**config.mk**
```make
export PLATFORM = sky130hd
export DESIGN_NAME = uart_rx_fifo_flat
export DESIGN_NICKNAME = d
export VERILOG_FILES = /design/src/rtl/uart_rx_fifo_if.sv /design/src/rtl/uart_rx_fifo.sv /design/src/flat_wrapper.sv
export SDC_FILE = /design/constraint.sdc
export NUM_CORES = 1
export LEC_CHECK = 0
export BUFFER_PORTS_ARGS = -buffer_cell sky130_fd_sc_hd__buf_2
export CAP_MARGIN = 10
export CORE_MARGIN = 5
export CORE_UTILIZATION = 42
export DETAILED_ROUTE_END_ITERATION = 12
export PLACE_DENSITY = 0.64
export SETUP_SLACK_MARGIN = 0.1
export SLEW_MARGIN = 20
export SYNTH_ARGS = -nofsm -noshare
export SYNTH_HDL_FRONTEND = slang
export SYNTH_SLANG_ARGS = --single-unit
```
**constraint.sdc**
```tcl
create_clock -name clk -period 2.8 [get_ports clk]
set_input_delay 0.28 -clock clk [delete_from_list [all_inputs] [get_ports clk]]
set_output_delay 0.28 -clock clk [all_outputs]
set_load 0.05 [all_outputs]
```
**src/rtl/uart_rx_fifo_if.sv**
```systemverilog
// Receive-side byte stream: FIFO head data, valid/ready handshake and occupancy.
// The master (receiver) drives data/valid/level; the slave (consumer) drives ready.
interface uart_rx_fifo_if #(
    parameter int FIFO_AW = 4
) ();
    logic [7:0]       out_data;
    logic             out_valid;
    logic             out_ready;
    logic [FIFO_AW:0] level;

    modport master (
        output out_data,
        output out_valid,
        output level,
        input  out_ready
    );

    modport slave (
        input  out_data,
        input  out_valid,
        input  level,
        output out_ready
    );
endinterface

```
**src/rtl/uart_rx_fifo.sv**
```systemverilog
// UART receiver (5-8 data bits, optional parity) feeding a first-word-fall-through byte FIFO.
// Latency: byte written the cycle after the mid-stop-bit sample, out_valid one cycle later.
// Backpressure: out_ready pops the head; a good frame arriving to a full FIFO without a pop is dropped with overrun.
module uart_rx_fifo #(
    parameter int CLKS_PER_BIT = 10416,
    parameter int DATA_BITS    = 8,
    parameter int PARITY       = 0,
    parameter int FIFO_AW      = 4
) (
    input  logic           clk,
    input  logic           rst_n,
    input  logic           uart_rxd,
    uart_rx_fifo_if.master rx_if,
    output logic           perr,
    output logic           ferr,
    output logic           overrun
);

    localparam int              DEPTH    = 1 << FIFO_AW;
    localparam int              CW       = $clog2(CLKS_PER_BIT + 1);
    localparam logic [CW-1:0]   HALF_END = CW'(CLKS_PER_BIT / 2 - 1);
    localparam logic [CW-1:0]   BIT_END  = CW'(CLKS_PER_BIT - 1);
    localparam logic [2:0]      LAST_BIT = 3'(DATA_BITS - 1);
    localparam logic            ODD      = (PARITY == 1);
    localparam logic [FIFO_AW:0] CNT_FULL = (FIFO_AW + 1)'(DEPTH);

    typedef enum logic [2:0] {
        S_IDLE,
        S_START,
        S_DATA,
        S_PARITY,
        S_STOP,
        S_BREAK
    } state_t;

    state_t             state;
    logic               rx_meta;
    logic               rxs;
    logic [CW-1:0]      cnt;
    logic [2:0]         bit_idx;
    logic [7:0]         shreg;
    logic               par_err;
    logic               wr_pend;
    logic [7:0]         wr_dat;

    logic [7:0]         mem [DEPTH];
    logic [FIFO_AW-1:0] wr_ptr;
    logic [FIFO_AW-1:0] rd_ptr;
    logic [FIFO_AW:0]   count;
    logic               full;
    logic               pop;
    logic               wr;

    always_ff @(posedge clk or negedge rst_n) begin
        if (!rst_n) begin
            rx_meta <= 1'b1;
            rxs     <= 1'b1;
        end else begin
            rx_meta <= uart_rxd;
            rxs     <= rx_meta;
        end
    end

    always_ff @(posedge clk or negedge rst_n) begin
        if (!rst_n) begin
            state   <= S_IDLE;
            cnt     <= '0;
            bit_idx <= '0;
            shreg   <= '0;
            par_err <= 1'b0;
            perr    <= 1'b0;
            ferr    <= 1'b0;
            wr_pend <= 1'b0;
            wr_dat  <= '0;
        end else begin
            perr    <= 1'b0;
            ferr    <= 1'b0;
            wr_pend <= 1'b0;
            case (state)
                S_IDLE: begin
                    if (!rxs) begin
                        cnt   <= '0;
                        state <= S_START;
                    end
                end
                S_START: begin
                    if (cnt == HALF_END) begin
                        cnt <= '0;
                        // A start bit that has gone high again by mid-bit is a glitch.
                        if (rxs) begin
                            state <= S_IDLE;
                        end else begin
                            bit_idx <= '0;
                            shreg   <= '0;
                            par_err <= 1'b0;
                            state   <= S_DATA;
                        end
                    end else begin
                        cnt <= cnt + CW'(1);
                    end
                end
                S_DATA: begin
                    if (cnt == BIT_END) begin
                        cnt            <= '0;
                        shreg[bit_idx] <= rxs;
                        if (bit_idx == LAST_BIT) begin
                            state <= (PARITY != 0) ? S_PARITY : S_STOP;
                        end else begin
                            bit_idx <= bit_idx + 3'd1;
                        end
                    end else begin
                        cnt <= cnt + CW'(1);
                    end
                end
                S_PARITY: begin
                    if (cnt == BIT_END) begin
                        cnt     <= '0;
                        par_err <= ((^shreg) ^ rxs) != ODD;
                        state   <= S_STOP;
                    end else begin
                        cnt <= cnt + CW'(1);
                    end
                end
                S_STOP: begin
                    if (cnt == BIT_END) begin
                        cnt <= '0;
                        if (!rxs) begin
                            ferr  <= 1'b1;
                            state <= S_BREAK;
                        end else if (par_err) begin
                            perr  <= 1'b1;
                            state <= S_IDLE;
                        end else begin
                            wr_pend <= 1'b1;
                            wr_dat  <= shreg;
                            state   <= S_IDLE;
                        end
                    end else begin
                        cnt <= cnt + CW'(1);
                    end
                end
                S_BREAK: begin
                    if (rxs) begin
                        state <= S_IDLE;
                    end
                end
                default: state <= S_IDLE;
            endcase
        end
    end

    // The full/pop decision is taken in the write cycle so a pop in that same cycle frees the slot.
    assign full    = (count == CNT_FULL);
    assign pop     = rx_if.out_valid && rx_if.out_ready;
    assign wr      = wr_pend && (!full || pop);
    assign overrun = wr_pend && full && !pop;

    always_ff @(posedge clk) begin
        if (wr) begin
            mem[wr_ptr] <= wr_dat;
        end
    end

    always_ff @(posedge clk or negedge rst_n) begin
        if (!rst_n) begin
            wr_ptr <= '0;
            rd_ptr <= '0;
            count  <= '0;
        end else begin
            if (wr) begin
                wr_ptr <= wr_ptr + FIFO_AW'(1);
            end
            if (pop) begin
                rd_ptr <= rd_ptr + FIFO_AW'(1);
            end
            case ({wr, pop})
                2'b10:   count <= count + (FIFO_AW + 1)'(1);
                2'b01:   count <= count - (FIFO_AW + 1)'(1);
                default: count <= count;
            endcase
        end
    end

    assign rx_if.out_valid = (count != '0);
    assign rx_if.out_data  = rx_if.out_valid ? mem[rd_ptr] : 8'h00;
    assign rx_if.level     = count;

endmodule

```
**src/flat_wrapper.sv**
```systemverilog
// flat-port wrapper written by rule: the top's interface ports become plain ports
module uart_rx_fifo_flat 
#(
    parameter int CLKS_PER_BIT = 10416,
    parameter int DATA_BITS    = 8,
    parameter int PARITY       = 0,
    parameter int FIFO_AW      = 4
)
  (clk, rst_n, uart_rxd, perr, ferr, overrun, rx_if_out_data, rx_if_out_valid, rx_if_level, rx_if_out_ready);
  uart_rx_fifo_if #(.FIFO_AW(FIFO_AW)) rx_if_i ();
  input  logic clk;
  input  logic rst_n;
  input  logic uart_rxd;
  output logic perr;
  output logic ferr;
  output logic overrun;
  output wire logic [$bits(rx_if_i.out_data)-1:0] rx_if_out_data;
  output wire logic [$bits(rx_if_i.out_valid)-1:0] rx_if_out_valid;
  output wire logic [$bits(rx_if_i.level)-1:0] rx_if_level;
  input wire logic [$bits(rx_if_i.out_ready)-1:0] rx_if_out_ready;
  assign rx_if_out_data = rx_if_i.out_data;
  assign rx_if_out_valid = rx_if_i.out_valid;
  assign rx_if_level = rx_if_i.level;
  assign rx_if_i.out_ready = rx_if_out_ready;
  uart_rx_fifo #(.CLKS_PER_BIT(CLKS_PER_BIT), .DATA_BITS(DATA_BITS), .PARITY(PARITY), .FIFO_AW(FIFO_AW)) u_core (.clk(clk), .rst_n(rst_n), .uart_rxd(uart_rxd), .rx_if(rx_if_i), .perr(perr), .ferr(ferr), .overrun(overrun));
endmodule
```
# After elaboration in Yosys (flattened, before gate mapping)
# Memories as Yosys holds them, arrays and structs flattened.
# Index checks and enable logic that the tools add are counted.
# W data, S select, Z words.
dict set report word_totals {
  elab_cells 112
  register_bits 55
  ram_bits 128
  n_memories 1
}
# memory depth word_bits read_ports rd_clocked_by_memory_dff write_ports line_no
set mem_list {}
lappend mem_list {u_core.mem 16 8 1 0 1 uart_rx_fifo.sv:46} ;# logic [7:0] mem [DEPTH];
dict set report op_classes {
  n_bitwise 2
  addsub 6
  n_lt_le_gt_ge 2
  n_mux 45
  n_eq_ne 20
  reduce_logical 22
}
# op count
set op_table {}
lappend op_table {{$mux W14} 3}
lappend op_table {{$pmux W14 S3} 1}
lappend op_table {{$mux W3} 12}
lappend op_table {{$mux W8} 4}
lappend op_table {{$pmux W3 S6} 1}
lappend op_table {{$mux W1} 17}
lappend op_table {{$pmux W8 S2} 1}
lappend op_table {{$add A14 B1 Y14 const B} 1}
lappend op_table {{$eq A14 B13 Y1 const B} 1}
lappend op_table {{$eq A14 B14 Y1 const B} 1}
lappend op_table {{$ne A2 B1 Y1 const B} 6}
lappend op_table {{$reduce_and A4 Y1} 3}
lappend op_table {{$pmux W5 S2} 1}
lappend op_table {{$eq A3 B3 Y1 const B} 3}
lappend op_table {{$add A4 B1 Y4 const B} 2}
lappend op_table {{$bwmux W8} 1}
lappend op_table {{$reduce_xor A8 Y1} 1}
lappend op_table {{$reduce_and A7 Y1} 1}
lappend op_table {{$eq A3 B2 Y1 const B} 2}
lappend op_table {{$ne A2 B2 Y1 const B} 3}
lappend op_table {{$pmux W3 S2} 1}
lappend op_table {{$reduce_bool A2 Y1} 3}
lappend op_table {{$add A5 B1 Y5 const B} 1}
lappend op_table {{$eq A5 B5 Y1 const B} 1}
lappend op_table {{other kinds (21)} 26}

# Logic depth before layout (Yosys ltp)
# Gate-level depths: netlist of run 1.
dict set report depth {
  ltp_word 7
  mapped_depth 11
  depth_no_buf 10
}

# Least setup slack after synthesis of run 1
# OpenSTA, ideal clock, no wires.
dict set report synth_timing {
  path_kind {register to register}
  from {register u_core.count[1], in the netlist u_core.rx_if.level[1]}
  to {register u_core.count[2], in the netlist u_core.rx_if.level[2]}
  t_required_ns 2.717
  setup_time_ns 0.083
  path_stages_with_launch 11
  t_arrival_ns 2.548
  setup_slack_ns 0.169
  cell_sequence {dfrtp_1 buf_2 or4_1 nor2_1 inv_1 nand3_1 o21ai_0 ha_1 or4_1 o21ai_1 xor2_1}
}
dict set report synth_via {
  elab_chain_cells 6
  elab_cells_between_ends 12
  cone_classes {add/sub (2); eq/ne (3); mux (1); reduce/logical (6)}
}
# item line_no
set synth_rtl {}
lappend synth_rtl {{from (decl)} uart_rx_fifo.sv:49} ;# logic [FIFO_AW:0] count;
lappend synth_rtl {{from (signal assigned)} uart_rx_fifo.sv:177} ;# 2'b10: count <= count + (FIFO_AW + 1)'(1);
lappend synth_rtl {{from (signal assigned)} uart_rx_fifo.sv:178} ;# 2'b01: count <= count - (FIFO_AW + 1)'(1);
lappend synth_rtl {{from (signal assigned)} uart_rx_fifo.sv:179} ;# default: count <= count;
lappend synth_rtl {{$eq A5 B5 Y1 / $reduce_bool A5 Y1 (equally long branches)} {uart_rx_fifo.sv:153, uart_rx_fifo.sv:184}}
lappend synth_rtl {{$logic_not A1 Y1 / $logic_and A1 B1 Y1 (equally long branches)} {uart_rx_fifo.sv:155, uart_rx_fifo.sv:154}}
lappend synth_rtl {{$logic_or A1 B1 Y1} uart_rx_fifo.sv:155} ;# assign wr = wr_pend && (!full || pop);
lappend synth_rtl {{$logic_and A1 B1 Y1} uart_rx_fifo.sv:155}
lappend synth_rtl {{$eq A2 B1 Y1 / $eq A2 B2 Y1 (equally long branches)} uart_rx_fifo.sv:176} ;# case ({wr, pop})
lappend synth_rtl {{$pmux W5 S2 / $reduce_bool A2 Y1 (equally long branches)} n/a}
# Parallel ways exist; a longest one is shown, timed or not.
# A chain may end at the register's enable or synchronous reset.

# Final worst setup path of run 1
dict set report layout_timing {
  from {register u_core.rd_ptr[0]}
  to {output rx_if_out_data[2]}
}
dict set report layout_via {
  elab_chain_cells 2
}
# item line_no
set layout_rtl {}
lappend layout_rtl {{from (decl)} uart_rx_fifo.sv:48} ;# logic [FIFO_AW-1:0] rd_ptr;
lappend layout_rtl {{from (signal assigned)} uart_rx_fifo.sv:174} ;# rd_ptr <= rd_ptr + FIFO_AW'(1);
lappend layout_rtl {{$mem_v2 Z16 W8} n/a}
lappend layout_rtl {{$mux W8} uart_rx_fifo.sv:185} ;# assign rx_if.out_data = rx_if.out_valid ? mem[rd_ptr] : 8'h00;
lappend layout_rtl {{to (decl)} flat_wrapper.sv:17} ;# output wire logic [$bits(rx_if_i.out_data)-1:0] rx_if_out_data;
# Every way passes these cells.

==> results of run 1 <==
kinds of logic (layout without fill, tap and decap cells):
logic type | after synthesis | count (layout) | share of synthesized area (%)
AOI/OAI and AO/OA | 56 | 56 | 4.463
and+or+nand+nor | 138 | 138 | 10.18
xor gates and xnor gates | 27 | 27 | 2.991
DFF | 183 | 183 | 66.07
buffers and inverters | 34 | 77 | 2.073
muxes | 50 | 50 | 12.80
adders and majority gates | 9 | 9 | 1.425
metrics by stage:
stage          setup slack [ps]  area, um^2
4_1_cts                   31.54        9119
3_5_place_dp              308.6        8252
5_1_grt                  -34.68        9120
3_3_place_gp              420.3        8252
2_1_floorplan             169.3        7905
6_report                  52.99        9120
worst register-to-register path: stages (launching register included):
cell and delay (ps):
dfrtp_1 450, or4_1 580, nor2_1 130, inv_1 80, nand3_1 130, o21ai_0 100
ha_1 230, or4_1 490, o21ai_1 120, xor2_1 160
area by class of cell:
cell class / count / area (um^2) / share of cell area [%]
Clock buffer: 18 / 429.2 / 4.706
Clock inverter: 14 / 160.2 / 1.756
Inverter: 11 / 41.29 / 0.4527
Multi-Input combinational cell: 280 / 2539 / 27.84
Sequential cell: 183 / 5225 / 57.29
Tap cell: 234 / 292.8 / 3.210
Timing Repair Buffer: 34 / 432.9 / 4.747
state kept, by name, summed over array words and instances, names as in the netlist:
register / cells
u_core.cnt: 14
u_core.ferr: 1
u_core.wr_ptr: 4
u_core.perr: 1
u_core.rx_meta: 1
u_core.state: 3
u_core.rx_if.level: 5
u_core.bit_idx: 3
u_core.par_err: 1
u_core.wr_pend: 1
u_core.rxs: 1
u_core.rd_ptr: 4
u_core.wr_dat: 8
u_core.mem: 128
u_core.shreg: 8
Yosys cell counts, drive strengths merged, types with 2 or more instances:
cell type | count | area (um^2)
edfxtp | 128 | 3844
dfrtp | 53 | 1326
mux4 | 40 | 900.9
nor2 | 29 | 108.9
o21ai | 29 | 145.1
and2 | 26 | 162.7
nand2 | 25 | 93.84
xnor2 | 16 | 140.1
buf | 15 | 91.33
inv | 11 | 41.29
xor2 | 11 | 96.34
nand3 | 10 | 50.05
nand4 | 10 | 77.57
ha | 9 | 112.6
mux2 | 9 | 101.4
clkbuf | 8 | 31.28
a31oi | 5 | 31.28
and4 | 5 | 46.29
nor3 | 4 | 20.02
nor3b | 4 | 41.29
o31ai | 4 | 30.03
or4 | 4 | 30.03
a22o | 3 | 26.28
and3 | 3 | 18.77
o21a | 3 | 22.52
or3 | 3 | 18.77
a21o | 2 | 15.01
a21oi | 2 | 10.01
a22oi | 2 | 15.01
dfstp | 2 | 52.55
nand2b | 2 | 12.51
nand3b | 2 | 15.01
nor4 | 2 | 27.53
nor4bb | 2 | 20.02
or3b | 2 | 17.52
power breakdown:
part / switching [uW] / leakage (uW) / total, uW / internal, uW
Sequential: 178 / 0.00221 / 3120 / 2940
Combinational: 597 / 0.00113 / 1210 / 618
Clock: 1080 / 0.000290 / 2350 / 1270
Total: 1850 / 0.00363 / 6680 / 4830
routing by layer:
metal / up-vias / wire, um / part of all wire, % / GRT usage (%)
li1: 1987 / - / - / -
met1: 2161 / 6464 / 45 / 18.32
met2: 79 / 7434 / 51 / 23.94
met3: 8 / 458 / 3.2 / 3.609
met4: 0 / 91 / 0.63 / 2.237
met5: - / 0 / 0 / 0
worst max-delay path by stage:
stage,startpoint,endpoint,slack (ps)
CTS,u_core.rd_ptr[0]$_DFFE_PN0N_,rx_if_out_data[1],30
global route,u_core.rd_ptr[0]$_DFFE_PN0N_,rx_if_out_data[2],-30
detailed placement,u_core.rx_if.level[1]$_DFFE_PN0P_,u_core.rx_if.level[2]$_DFFE_PN0P_,310
floorplan,u_core.rx_if.level[1]$_DFFE_PN0P_,u_core.rx_if.level[2]$_DFFE_PN0P_,170
finish,u_core.rd_ptr[0]$_DFFE_PN0N_,rx_if_out_data[2],50
global placement,u_core.rx_if.level[0]$_DFFE_PN0P_,u_core.rx_if.level[2]$_DFFE_PN0P_,420
repair_timing:
| action | 4_1_cts | 5_1_grt |
|---|---|---|
| buffers inserted | 3 | 0 |
| resized for setup | 36 | 1 |
| setup endpoints to repair | 8 | 9 |
| cloned | 4 | 0 |
| pin swaps | 8 | 0 |
| hold buffers | 2 | 0 |
| endpoints found under the hold margin | 28 | 0 |
==> run_results.csv, run 1 <==
group,metric,value,unit
run_status,outcome,"complete, no violations",
critical_path,cp.depth,6,
cells_and_area,layout_commonest_cell,"edfxtp_1",
critical_path,cpLargestDelayFamily,"multiplexers",
critical_path,critPathMaxFanout,8,
clock_tree,clkLatencyLatePin,420,ps
grt,grt_use_total,13.93,%
timing,rsz0062_at_grt,"yes",
timing,tns,0,ps
clock_tree,cts_buffers,17,
logic_synthesis,synth_edf_count,128,
critical_path,path_buf_inv,3,
timing,fin_crit,2747,ps
die,core-area,18640,um^2
grt,antenna_found_initial,0,
cells_and_area,drive_above_1_share,24.26,%
logic_synthesis,netlist-cell-type-count,57,
cells_and_area,fillCellCount,1536,
critical_path,critPathSlowestCell,"mux4_2",
timing,clock_skew,11.46,ps
critical_path,required,2520,ps
timing,finalCritPeriodShare,98.11,%
critical_path,end_kind,"output pin",
grt,grt_pass1_wl,23680,um
critical_path,rr_endpoint,"u_core.rx_if.level[2]$_DFFE_PN0P_",
placement,place.gp.congestion,0.8103,
clock_tree,cts-htree-levels,4,
logic_synthesis,synth_area_per_cell,15.91,um^2
worst_hold_path,min_delay_path_depth,4,
critical_path,cp-start-kind,"flop",
power_and_ir_drop,powerDensity,732.7,nW/um^2
power_and_ir_drop,power,6682,uW
placement,io_buffer_count,20,
clock_tree,cts_tree,"yes",
route,drt_pass1_iterations,5,
route,wire_per_inst,18.67,um
timing,maxSlewViolCount,0,
cells_and_area,finalNonFillerCells,774,
logic_synthesis,mappedNetlistArea,7905,um^2
clock_tree,cts_num_sinks,183,
logic_synthesis,synthArstFlopShare,30.05,%
cells_and_area,diodes,0,
logic_synthesis,synth_nets,510,
grt,grt_max_degree,36,
die,start_util,42.40,%
route,ant_nets,0,
die,row_count,50,
die,die_h,147.2,um
die,io_pins,21,
timing,max_freq,0.3640,GHz
die,die_x,147.2,um
route,viasPerCell,5.472,
critical_path,worstPathArrival,2470,ps
clock_tree,cts.path.max_buffers,2,
grt,grt.overflow.total,0,
worst_hold_path,hold-path-endpoint,"u_core.rd_ptr[1]$_DFFE_PN0N_",
critical_path,cp_slowest_stage_delay,520,ps
route,via_count,4235,
power_and_ir_drop,ir_worst_vdd,417.4,uV
critical_path,worstReg2RegStart,"u_core.rx_if.level[0]$_DFFE_PN0P_",
worst_hold_path,hold_class,"in -> reg",
critical_path,critPathKind,"reg -> out",
logic_synthesis,yosys_warnings,0,
timing,slew_headroom,51.41,%
route,drtIter0Drc,241,
logic_synthesis,ys.flop_type,"edfxtp_1",
timing,finalSetupViolCount,0,
logic_synthesis,syn-instance-count,497,
grt,grt_pass1_vias,4374,
die,die-area,21660,um^2
logic_synthesis,ys_seq_elements,183,
worst_hold_path,hold_start,"rx_if_out_ready",
critical_path,r2r_cells,9,
timing,hold_viol,0,
placement,dp_hpwl,9685,um
critical_path,reg2reg_slack,260,ps
cells_and_area,area_growth,15.37,%
logic_synthesis,yosysSeqAreaShare,66.07,%
cells_and_area,final_util,48.92,%
clock_tree,path_clk_slew,70,ps
timing,worst_pin_slew,728.8,ps
critical_path,path_cells,"buf_12, buf_16, mux4_2, mux4_2, and2_4, buf_8",
flow_run,maxCapViolations,0,
critical_path,crit_path_frequent_cell,"mux4_2",
power_and_ir_drop,leakage,0.003630,uW
clock_tree,root_buffer,"clkbuf_16",
route,drcViolationCount,0,
cells_and_area,final_cell_mix,"edfxtp_1 (128), dfrtp_1 (51), mux4_2 (40)",
cells_and_area,nets,540,
placement,dp.cells,733,
route,routed_wl,14450,um
timing,timing.hold.ws,317.5,ps
Power figures use the tool's default switching activity.
==> inputs of run 2 (changes only) <==
HOLD_SLACK_MARGIN = 0.1   (was unset)
clock period = 2.85 ns   (was 2.8 ns; I/O delays follow)
==> run 2 against run 1 <==
  * Cell count up 0.13%
  * Hold slack lost 3.4 ps
  * Flip-flop and latch count is the same
  * Critical path depth up 1
  * Via count down 0.73%
  * Global-route usage barely moved
  * Register-to-register slack improved by 70 ps
  * Sequential power down 2%
  * Worst setup slack better by 28 ps
  * Combinational power hardly changed
  * Sequential share of layout area hardly changed
  * Die area unchanged
  * Critical path type unchanged
  * Largest power group unchanged
==> run_results.csv, run 2 (same netlist as run 1, synthesis figures left out) <==
group,metric,value,unit
critical_path,cp-start-kind,"flop",
clock_tree,clkLatencyLatePin,430,ps
placement,place.gp.congestion,0.8173,
placement,dp_slack,339.0,ps
cells_and_area,area_growth,15.31,%
route,ant_nets,0,
die,core-area,18640,um^2
die,die_x,147.2,um
clock_tree,cts-htree-levels,4,
timing,timing.hold.ws,314.1,ps
route,drtIter0Drc,255,
cells_and_area,regMostFlops,"u_core.mem",
timing,finalSetupViolCount,0,
cells_and_area,final_util,48.89,%
power_and_ir_drop,pwr-share-clk,35.9,%
power_and_ir_drop,swShare,27.60,%
grt,grt_use_total,13.94,%
cells_and_area,nets,541,
route,met1_length,6676,um
timing,max_freq,0.3611,GHz
clock_tree,cts.path.max_buffers,2,
power_and_ir_drop,powerDensity,730.9,nW/um^2
critical_path,reg2reg_slack,330,ps
critical_path,startpoint,"u_core.rd_ptr[0]$_DFFE_PN0N_",
cells_and_area,final_cell_area,9115,um^2
timing,finalCritPeriodShare,97.17,%
timing,rsz0062_at_grt,"yes",
cells_and_area,largestRegisters,"u_core.mem x128, u_core.cnt x14",
cells_and_area,largest_register_ffs,128,
cells_and_area,drive_above_1_share,23.66,%
route,met2_length,7498,um
power_and_ir_drop,switching_power,1838,uW
worst_hold_path,hold_class,"in -> reg",
critical_path,crit_path_end,"rx_if_out_data[7]",
timing,fin_crit,2769,ps
route,drcViolationCount,0,
power_and_ir_drop,p_int,4823,uW
grt,grt_max_degree,36,
power_and_ir_drop,combPwrFrac,18.3,%
route,top_layer_used,"met4",
die,start_util,42.40,%
critical_path,worstPathArrival,2480,ps
timing,maxSlewViolCount,0,
power_and_ir_drop,ir_worst_vdd,399.8,uV
die,die-area,21660,um^2
route,viasPerCell,5.425,
critical_path,r2r_cells,9,
placement,dp_hpwl,9586,um
timing,fin_ws,80.52,ps
cells_and_area,final_cell_mix,"edfxtp_1 (128), dfrtp_1 (52), mux4_2 (40)",
clock_tree,path_clk_slew,70,ps
grt,grt_pass1_wl,23810,um
clock_tree,cts_tree,"yes",
cells_and_area,layout_commonest_cell,"edfxtp_1",
critical_path,worstReg2RegStart,"u_core.rx_if.level[1]$_DFFE_PN0P_",
die,row_count,50,
clock_tree,root_buffer,"clkbuf_16",
route,routed_wl,14680,um
power_and_ir_drop,leakage,0.003629,uW
critical_path,critPathMaxFanout,8,
route,via_count,4204,
grt,grt_pass1_vias,4394,
placement,io_buffer_count,20,
grt,antenna_found_initial,0,
route,met3_length,417,um
critical_path,end_kind,"output pin",
route,wire_per_inst,18.95,um
critical_path,required,2570,ps
timing,clock_skew,13.30,ps
run_status,outcome,"complete, no violations",
die,die_h,147.2,um
critical_path,rr_endpoint,"u_core.rx_if.level[2]$_DFFE_PN0P_",
clock_tree,cts_num_sinks,183,
cells_and_area,diodes,0,
power_and_ir_drop,power.share.sequential,45.7,%
timing,slew_headroom,58.05,%
route,drt_pass1_iterations,4,
critical_path,critPathKind,"reg -> out",
clock_tree,cts_buffers,17,
timing,hold_viol,0,
grt,grt.overflow.total,0,
timing,worst_pin_slew,624.6,ps
flow_run,maxCapViolations,0,
die,io_pins,21,
placement,placedInstanceArea,8239,um^2
==> run 2: cell count changes in the layout (fill, tap and decap cells not counted), moves of 2 or more <==
cell / delta
buf_6: +4
and2_1: +3
and2_4: -3
buf_8: -3
buf_16: -2
clkbuf_16: +2
==> run 2: power groups by stage <==
stage	sequential (uW)	combinational (uW)	clock, uW
after global placement	3090	922	0
after CTS	3050	1090	2430
after floorplan	3120	699	0
after global routing	3060	1310	2550
final	3050	1220	2390
after detailed placement	3100	937	0
==> run 2: critical path: stages, from the launching register on <==
cell and delay (ps):
dfrtp_2 380, buf_12 140, buf_12 120, buf_16 140, mux4_2 530, mux4_2 470
and2_4 150, buf_8 140
==> run 2: worst min path at each step <==
stage | from | to | slack, ps | cells after the start
after floorplan | rst_n | u_core.bit_idx[0]$_DFFE_PN0P_ | -10 | 0
after global placement | rst_n | u_core.cnt[0]$_DFFE_PN0P_ | 310 | 1
after detailed placement | rst_n | u_core.cnt[0]$_DFFE_PN0P_ | 330 | 1
after CTS | rx_if_out_ready | u_core.rd_ptr[1]$_DFFE_PN0N_ | 300 | 4
after global routing | u_core.rx_meta$_DFF_PN1_ | u_core.rxs$_DFF_PN1_ | 370 | 0
final | rx_if_out_ready | u_core.rd_ptr[1]$_DFFE_PN0N_ | 310 | 4
==> run 2: stage by stage <==
stage,cells,setup TNS (ps),total power [uW]
floorplan,497,0,3822
global placement,733,0,4015
detailed placement,733,0,4038
CTS,771,0,6574
global route,775,-0.1488,6924
finish,775,0,6662
==> run 2: layout make-up <==
class / instances / area, um^2
Timing Repair Buffer: 35 / 415.4
Inverter: 11 / 41.29
Tap cell: 234 / 292.8
Multi-Input combinational cell: 280 / 2531
Fill cell: 1543 / 9528
Sequential cell: 183 / 5224
Clock inverter: 15 / 185.2
Clock buffer: 17 / 425.4
==> run 2: repair_timing <==
| action | 4_1_cts | 5_1_grt |
|---|---|---|
| gates resized for setup | 4 | 31 |
| setup buffers | 2 | 1 |
| gates cloned | 2 | 3 |
| hold buffers | 2 | 0 |
| pin swaps | 0 | 5 |
| hold endpoints to repair | 24 | 0 |
| endpoints found under the setup margin | 8 | 8 |
==> run 2: metal layers <==
metal  vias to the layer above  global-route usage (%)
met4                         0                   3.588
met1                      2132                   18.37
met3                         8                   3.270
met2                        78                   23.48
li1                       1986                       -
met5                         -                       0
==> inputs of run 3 (changes only) <==
clock period = 3.1 ns   (was 2.85 ns; I/O delays follow)
==> run 3 against run 2 <==
  * Worst setup slack better by 150 ps
  * Register-to-register slack better by 100 ps
  * Critical path depth is 2 lower
  * Power is 14% lower
  * Flip-flop and latch count stayed put
  * Clock power is 15% lower
  * Clock skew hardly changed
==> run_results.csv, run 3 (same netlist as run 1, synthesis figures left out) <==
group,metric,value,unit
run_status,outcome,"complete, no violations",
placement,dp_hpwl,9589,um
timing,clock_skew,13.71,ps
grt,grt_pass1_wl,23600,um
worst_hold_path,min_delay_path_depth,4,
placement,place.gp.congestion,0.8268,
cells_and_area,regMostFlops,"u_core.mem",
clock_tree,post_cts_resized,0,
cells_and_area,final_cell_area,8805,um^2
cells_and_area,drive_above_1_share,21.28,%
critical_path,r2r_cells,9,
critical_path,required,2790,ps
route,wire_per_inst,18.47,um
clock_tree,cts_tree,"yes",
grt,grt_use_total,13.72,%
die,io_pins,21,
die,die_x,147.2,um
route,ant_nets,0,
clock_tree,cts.path.max_buffers,2,
cells_and_area,fillCellCount,1587,
critical_path,worstReg2RegStart,"u_core.rx_if.level[1]$_DFFE_PN0P_",
critical_path,reg2reg_slack,430,ps
timing,finalSetupViolCount,0,
cells_and_area,largest_register_ffs,128,
clock_tree,path_clk_slew,70,ps
timing,tns,0,ps
route,drt_pass1_iterations,5,
clock_tree,clkLatencyLatePin,420,ps
cells_and_area,layout_commonest_cell,"edfxtp_1",
grt,antenna_found_initial,0,
worst_hold_path,hold_class,"in -> reg",
worst_hold_path,hold-path-endpoint,"u_core.rd_ptr[1]$_DFFE_PN0N_",
critical_path,critPathKind,"reg -> out",
cells_and_area,final_cell_mix,"edfxtp_1 (128), dfrtp_1 (52), mux4_2 (40)",
clock_tree,cts_num_sinks,183,
cells_and_area,nets,531,
route,viasPerCell,5.525,
timing,hold_viol,0,
placement,io_buffer_count,20,
flow_run,maxCapViolations,0,
worst_hold_path,hold_start,"rx_if_out_ready",
route,drtIter0Drc,336,
timing,slew_headroom,37.06,%
route,via_count,4227,
critical_path,critPathMaxFanout,35,
timing,worst_pin_slew,944.2,ps
cells_and_area,diodes,0,
timing,finalCritPeriodShare,92.52,%
grt,grt.overflow.total,0,
clock_tree,cts-htree-levels,4,
die,start_util,42.40,%
die,die-area,21660,um^2
die,row_count,50,
die,core-area,18640,um^2
critical_path,worstPathArrival,2560,ps
critical_path,cp-start-kind,"flop",
grt,grt_pass1_vias,4365,
die,die_h,147.2,um
grt,grt_max_degree,43,
route,drcViolationCount,0,
power_and_ir_drop,ir_worst_vdd,384.5,uV
placement,placedInstanceArea,8224,um^2
cells_and_area,area_growth,11.38,%
timing,rsz0062_at_grt,"no",
clock_tree,root_buffer,"clkbuf_16",
critical_path,rr_endpoint,"u_core.rx_if.level[2]$_DFFE_PN0P_",
power_and_ir_drop,leakage,0.003500,uW
timing,maxSlewViolCount,0,
timing,max_freq,0.3487,GHz
cells_and_area,largestRegisters,"u_core.mem x128, u_core.cnt x14",
route,routed_wl,14130,um
timing,fin_crit,2868,ps
clock_tree,cts_buffers,17,
power_and_ir_drop,powerDensity,647.1,nW/um^2
critical_path,end_kind,"output pin",
## run 3: changes by cell type in the layout (fill, tap and decap cells not counted), sizes merged
cell,change
inv,+1
clkbuf,+1
clkinvlp,+1
clkinv,-3
bufinv,-2
buf,-8
## run 3: metal layers
layer	wire length (um)	part of all wire, %	track usage [%]	up-vias
li1	-	-	-	1950
met1	6345	45	18.44	2201
met2	7275	51	22.74	72
met3	451	3.2	3.362	4
met4	57	0.40	3.262	0
met5	0	0	0	-
## run 3: area by class of cell
cell class,instances,area (um^2),share of cell area (%)
Timing Repair Buffer,25,167.7,1.904
Clock inverter,12,113.9,1.293
Clock buffer,20,446.7,5.073
Sequential cell,183,5224,59.33
Multi-Input combinational cell,280,2519,28.61
Inverter,11,41.29,0.4690
Tap cell,234,292.8,3.325
## run 3: worst max path at each step
| stage | start | endpoint | slack (ps) | cells past startpoint |
|---|---|---|---|---|
| floorplan | u_core.rx_if.level[1]$_DFFE_PN0P_ | u_core.rx_if.level[2]$_DFFE_PN0P_ | 470 | 10 |
| global placement | u_core.rx_if.level[1]$_DFFE_PN0P_ | u_core.rx_if.level[2]$_DFFE_PN0P_ | 610 | 9 |
| detailed placement | u_core.rx_if.level[0]$_DFFE_PN0P_ | u_core.rx_if.level[2]$_DFFE_PN0P_ | 440 | 9 |
| CTS | u_core.rd_ptr[0]$_DFFE_PN0N_ | rx_if_out_data[5] | 190 | 5 |
| global route | u_core.rd_ptr[0]$_DFFE_PN0N_ | rx_if_out_data[5] | 140 | 5 |
| finish | u_core.rd_ptr[0]$_DFFE_PN0N_ | rx_if_out_data[5] | 230 | 5 |
## run 3: repair_timing
action	4_1_cts	5_1_grt
hold buffers	2	0
setup buffers	0	0
hold endpoints to repair	40	0
## run 3: where the power goes
| part | total, uW | internal [uW] | leakage [uW] | switching [uW] |
|---|---|---|---|---|
| sequential | 2800 | 2650 | 0.00221 | 150 |
| clock | 2040 | 1080 | 0.000271 | 963 |
| combinational | 848 | 354 | 0.00102 | 494 |
## run 3: worst max-delay path, cell delays in order (launching register included)
cell and delay [ps]:
dfrtp_2 380, buf_12 280, mux4_2 560, mux4_2 500, and2_1 190, buf_2 210
## run 3: through the flow
| stage | setup slack (ps) | total power, uW | utilization [%] | hold WS, ps | instances |
|---|---|---|---|---|---|
| final | 231.8 | 5697 | 47.23 | 341.7 | 765 |
| after global routing | 143.2 | 5947 | 47.23 | 361.4 | 765 |
| after CTS | 186.9 | 5753 | 47.23 | 324.0 | 765 |
| after detailed placement | 435.7 | 3720 | 44.11 | 349.3 | 731 |
| after global placement | 606.9 | 3680 | 44.11 | 347.6 | 731 |
| after floorplan | 469.3 | 3514 | - | 14.41 | 497 |
